`config.mk`:
```
export PLATFORM = sky130hd
export DESIGN_NAME = peasant_divider
export DESIGN_NICKNAME = d
export VERILOG_FILES = /design/src/rtl/peasant_divider.sv
export SDC_FILE = /design/constraint.sdc
export NUM_CORES = 1
export LEC_CHECK = 0
export ABC_AREA = 1
export BUFFER_PORTS_ARGS = -buffer_cell sky130_fd_sc_hd__buf_2
export CORE_MARGIN = 2
export CORE_UTILIZATION = 58
export CTS_CLUSTER_DIAMETER = 200
export DETAILED_ROUTE_END_ITERATION = 12
export PLACE_DENSITY = 0.81
export SYNTH_ARGS = -nofsm -noshare
export SYNTH_HDL_FRONTEND = slang
export SYNTH_SLANG_ARGS = --single-unit
```
`constraint.sdc`:
```
create_clock -name clk -period 4.05 [get_ports clk]
set_input_delay 0.405 -clock clk [delete_from_list [all_inputs] [get_ports clk]]
set_output_delay 0.405 -clock clk [all_outputs]
set_load 0.02 [all_outputs]
```
`src/rtl/peasant_divider.sv`:
```
// peasant_divider: 32/16 unsigned restoring divider, one quotient bit per clock.
//
// Ports:
//   clk        rising-edge clock
//   rst        asynchronous active-high reset
//   start      begin a division (sampled only while ready=1)
//   dividend   32-bit unsigned numerator, latched on accept
//   divisor    16-bit unsigned denominator, latched on accept
//   ready      high in IDLE
//   busy       high in RUN
//   done       one-cycle pulse in the DONE cycle, when results update
//   quotient   registered 32-bit quotient
//   remainder  registered 16-bit remainder
//   div_err    registered divide-by-zero flag (only with DIV_ZERO_ERR_EN)
//
// Configuration macro: DIV_ZERO_ERR_EN adds the div_err output.
// A zero divisor skips RUN: quotient=all ones, remainder=dividend[15:0].

module peasant_divider (
    input  logic        clk,
    input  logic        rst,
    input  logic        start,
    input  logic [31:0] dividend,
    input  logic [15:0] divisor,
    output logic        ready,
    output logic        busy,
    output logic        done,
    output logic [31:0] quotient,
    output logic [15:0] remainder
`ifdef DIV_ZERO_ERR_EN
    ,
    output logic        div_err
`endif
);

    localparam int unsigned DW = 32;
    localparam int unsigned VW = 16;
    localparam int unsigned CW = 6;

    typedef enum logic [1:0] {
        S_IDLE = 2'd0,
        S_RUN  = 2'd1,
        S_DONE = 2'd2
    } state_t;

    state_t state_q, state_d;

    // dq_q shifts the dividend out of its top and the quotient bits in at the bottom
    logic [DW-1:0] dq_q;
    logic [VW-1:0] dvs_q;
    logic [VW-1:0] pr_q;
    logic [CW-1:0] cnt_q;

    logic [VW:0]   pr_sh;
    logic [VW:0]   diff;
    logic          ge;
    logic [VW-1:0] pr_step;
    logic [DW-1:0] dq_step;
    logic          last;
    logic          accept;
    logic          div_zero;

    // One restoring step. The 17-bit shifted partial remainder is < 2*divisor,
    // so bit 16 of the difference is set exactly when it is below the divisor.
    always_comb begin
        pr_sh    = {pr_q, dq_q[DW-1]};
        diff     = pr_sh - {1'b0, dvs_q};
        ge       = ~diff[VW];
        pr_step  = ge ? diff[VW-1:0] : pr_sh[VW-1:0];
        dq_step  = {dq_q[DW-2:0], ge};
        last     = (cnt_q == CW'(DW - 1));
        accept   = (state_q == S_IDLE) && start;
        div_zero = (divisor == '0);
    end

    // State register
    always_ff @(posedge clk or posedge rst) begin
        if (rst) begin
            state_q <= S_IDLE;
        end else begin
            state_q <= state_d;
        end
    end

    // Next-state logic
    always_comb begin
        state_d = state_q;
        case (state_q)
            S_IDLE: begin
                if (start) begin
                    state_d = div_zero ? S_DONE : S_RUN;
                end
            end
            S_RUN: begin
                if (last) begin
                    state_d = S_DONE;
                end
            end
            S_DONE:  state_d = S_IDLE;
            default: state_d = S_IDLE;
        endcase
    end

    // Status outputs decoded from the state register
    always_comb begin
        ready = 1'b0;
        busy  = 1'b0;
        done  = 1'b0;
        case (state_q)
            S_IDLE:  ready = 1'b1;
            S_RUN:   busy  = 1'b1;
            S_DONE:  done  = 1'b1;
            default: ready = 1'b0;
        endcase
    end

    // Datapath and result registers; results load on the edge into DONE
    always_ff @(posedge clk or posedge rst) begin
        if (rst) begin
            dq_q      <= '0;
            dvs_q     <= '0;
            pr_q      <= '0;
            cnt_q     <= '0;
            quotient  <= '0;
            remainder <= '0;
`ifdef DIV_ZERO_ERR_EN
            div_err   <= 1'b0;
`endif
        end else begin
            if (accept) begin
                dq_q  <= dividend;
                dvs_q <= divisor;
                pr_q  <= '0;
                cnt_q <= '0;
                if (div_zero) begin
                    quotient  <= '1;
                    remainder <= dividend[VW-1:0];
`ifdef DIV_ZERO_ERR_EN
                    div_err   <= 1'b1;
`endif
                end
            end else if (state_q == S_RUN) begin
                dq_q  <= dq_step;
                pr_q  <= pr_step;
                cnt_q <= cnt_q + CW'(1);
                if (last) begin
                    quotient  <= dq_step;
                    remainder <= pr_step;
`ifdef DIV_ZERO_ERR_EN
                    div_err   <= 1'b0;
`endif
                end
            end
        end
    end

endmodule

```
==> flow_metrics.py <==
metrics = {
    "layout": {
        "final_nets": 1033,
        "layout_common_cells": "nand2_1, inv_1, dfrtp_1",
        "drive_gt1_share_pct": 20.3,
        "num_antenna_cells": 0,
        "layout_commonest_cell": "nand2_1",
        "area_growth_pct": 16.6,
    },
    "synth": {
        "synth_fp_nets": 941,
        "synth_area_um2": 6750,
        "synthCells": 872,
        "syn_area_per_cell_um2": 7.74,
        "synth_top_area_share_pct": 44.5,
        "synth_largest_area_cell": "dfrtp_1",
        "synth_edf_count": 0,
        "async_reset_ff_share_pct": 100,
        "synth_seq_cells": 120,
        "yosys_warnings": 0,
        "ys_seq_area_share_pct": 44.5,
        "synth_area_leaders": "dfrtp_1, nand2_1, inv_1, nand3_1, o21ai_0",
        "synth_cell_types": 37,
        "ys.flop_type": "dfrtp_1",
    },
    "sta": {
        "clock.fmax_ghz": 0.374,
        "rsz0062_at_grt": "no",
        "hold_viol": 0,
        "finalMaxSlewViolations": 0,
        "fin_skew_ps": 7.59,
        "tns_ps": 0,
        "worstMarginPinSlew_ps": 1190,
        "layout_setup_ws_ps": 1380,
        "period_needed_ps": 2670,
        "finalSetupViolations": 0,
        "min_period_over_period_pct": 66.0,
        "slew_headroom_pct": 20.7,
    },
    "clocking": {
        "cts_hold_buf": 0,
        "cts_buffers": 17,
        "root_buffer": "clkbuf_16",
        "cts_setup_buffers": 0,
        "cts_tree": "done",
        "cts_num_sinks": 120,
        "clk_latency_ps": 430,
        "clk_pin_slew_ps": 60,
        "cts_max_level": 4,
        "cts_resized": 0,
        "clk_path_buf_depth": 2,
    },
    "critical_path": {
        "reg2reg_depth": 9,
        "cp_max_fo": 48,
        "rrSetupSlack_ps": 1380,
        "cp.arrival_ps": 2980,
        "crit_type": "reg -> reg",
        "cp.required_ps": 4360,
        "end_kind": "register",
        "cp-start-kind": "register",
    },
    "grt": {
        "overflow": 0,
        "grt_pass1_vias": 5908,
        "antenna_found_initial": 0,
        "grt_pass1_wl_mm": 27.0,
        "grt_max_degree": 115,
        "grt_use_total_pct": 26.9,
    },
    "power_and_ir_drop": {
        "combPwrFrac_pct": 52.4,
        "total_power_mw": 7.64,
        "peakVddDrop_mv": 0.726,
        "p_switching_mw": 3.49,
        "power.share.switching_pct": 45.6,
        "power_density_nw_per_um2": 971,
        "intPower_mw": 4.15,
        "power_frac_seq_pct": 27.2,
        "pwr-share-clk_pct": 20.4,
        "p_leak_nw": 4.35,
    },
    "hold_path": {
        "hold_class": "in -> async",
    },
    "die": {
        "rows": 39,
        "die_y_um": 112,
        "design.core.area_um2": 11400,
        "ios": 102,
        "die-area_um2": 12500,
        "die_x_um": 112,
        "start_util_pct": 59.3,
    },
    "detailed_routing": {
        "postRouteAntennaNets": 0,
        "firstDrtPassIters": 7,
        "vias": 5872,
        "wl_mm": 15.7,
        "route.detailed.drc": 0,
        "vias_per_cell": 5.24,
        "wl_per_cell_um": 14.0,
        "drtIter0Drc": 400,
    },
    "outcome": {
        "outcome": "finished, final reports clean",
    },
    "placement": {
        "pre_cts_ws_ps": 1430,
        "port_buffers": 101,
        "dp_hpwl_mm": 10.9,
        "gp_congestion": 0.922,
    },
    "run": {
        "cap_viol_max_count": 0,
    },
}
==> logic make-up (layout without fill, tap and decap cells) <==
family / after synthesis / in the layout / synth area share (%)
simple gates: 393 / 393 / 27.2
buf+inv: 222 / 327 / 13.8
flops: 120 / 120 / 44.5
compound gates: 110 / 110 / 9.83
fa+ha+maj: 18 / 18 / 3.45
xor+xnor: 9 / 9 / 1.17
==> state kept, by name, summed over array words and instances, names as in the netlist <==
register	count
cnt_q	6
quotient	32
dvs_q	16
remainder	16
dq_q	32
pr_q	16
state_q	2
==> critical path, cell delays in order (launching register included) <==
cell     delay, ps
dfrtp_1        380
inv_1           90
nand2_2        400
inv_2          330
nand2_1        100
nand2_2        420
buf_4          460
nand3_1        130
o21ai_0        140
inv_1           70
==> power groups by stage <==
stage | Clock [mW] | Combinational (mW) | Sequential [mW]
after detailed placement | 0 | 3.95 | 2.08
after global placement | 0 | 3.85 | 2.07
final | 1.56 | 4.00 | 2.08
after global routing | 1.62 | 4.55 | 2.13
after floorplan | 0 | 3.04 | 2.22
after CTS | 1.57 | 3.99 | 2.07
==> cell usage after synthesis (2+ instances only) <==
master	count
a21oi_1	20
a21oi_4	2
a31oi_1	3
and2_1	3
buf_12	2
buf_2	11
buf_6	2
clkbuf_1	12
clkbuf_8	3
dfrtp_1	120
ha_1	17
inv_1	183
inv_2	5
nand2_1	211
nand2_2	12
nand2_4	2
nand3_1	78
nand3_2	20
nand4_1	10
nor2_1	36
o21ai_0	50
o221ai_1	16
o22ai_1	18
or2_2	16
xnor2_1	2
xor2_1	7
==> cell type report <==
cell class | instances | area (µm²)
fillers | 933 | 3500
multi-input cells | 530 | 2820
inverters | 189 | 714
flip-flops and latches | 120 | 3000
clock inverters | 8 | 118
repair buffers | 106 | 543
well taps | 143 | 179
clock buffers | 24 | 492
==> path summary, 6_finish.rpt <==
check / startpoint / endpoint
worst max-delay path: state_q[1]$_DFFE_PP0P_ / quotient[15]$_DFFE_PP0P_
worst min-delay path: rst / quotient[21]$_DFFE_PP0P_
worst max register to register: state_q[1]$_DFFE_PP0P_ / quotient[15]$_DFFE_PP0P_
worst min register to register: dvs_q[15]$_DFFE_PP0P_ / dvs_q[15]$_DFFE_PP0P_
max in group asynchronous: rst / pr_q[13]$_DFFE_PP0P_
min in group clk: dividend[9] / dq_q[9]$_DFFE_PP0P_
==> stage by stage <==
| stage | util, % | std cells | hold slack (ps) | instance area, µm² |
|---|---|---|---|---|
| after floorplan | - | 872 | 453 | 6750 |
| after global placement | 63.8 | 1088 | 469 | 7260 |
| after detailed placement | 63.8 | 1088 | 473 | 7260 |
| after CTS | 69.2 | 1120 | 164 | 7870 |
| after global routing | 69.2 | 1120 | 208 | 7870 |
| final | 69.2 | 1120 | 127 | 7870 |
==> per-layer routing <==
layer | vias up | share of wire, % | global-route usage (%)
met2 | 145 | 48 | 44.7
li1 | 2920 | - | -
met4 | 0 | 3.7 | 12.2
met1 | 2764 | 43 | 33.1
met3 | 43 | 5.1 | 7.02
met5 | - | 0 | 0
Note: power is estimated with default switching activity, not from simulation.
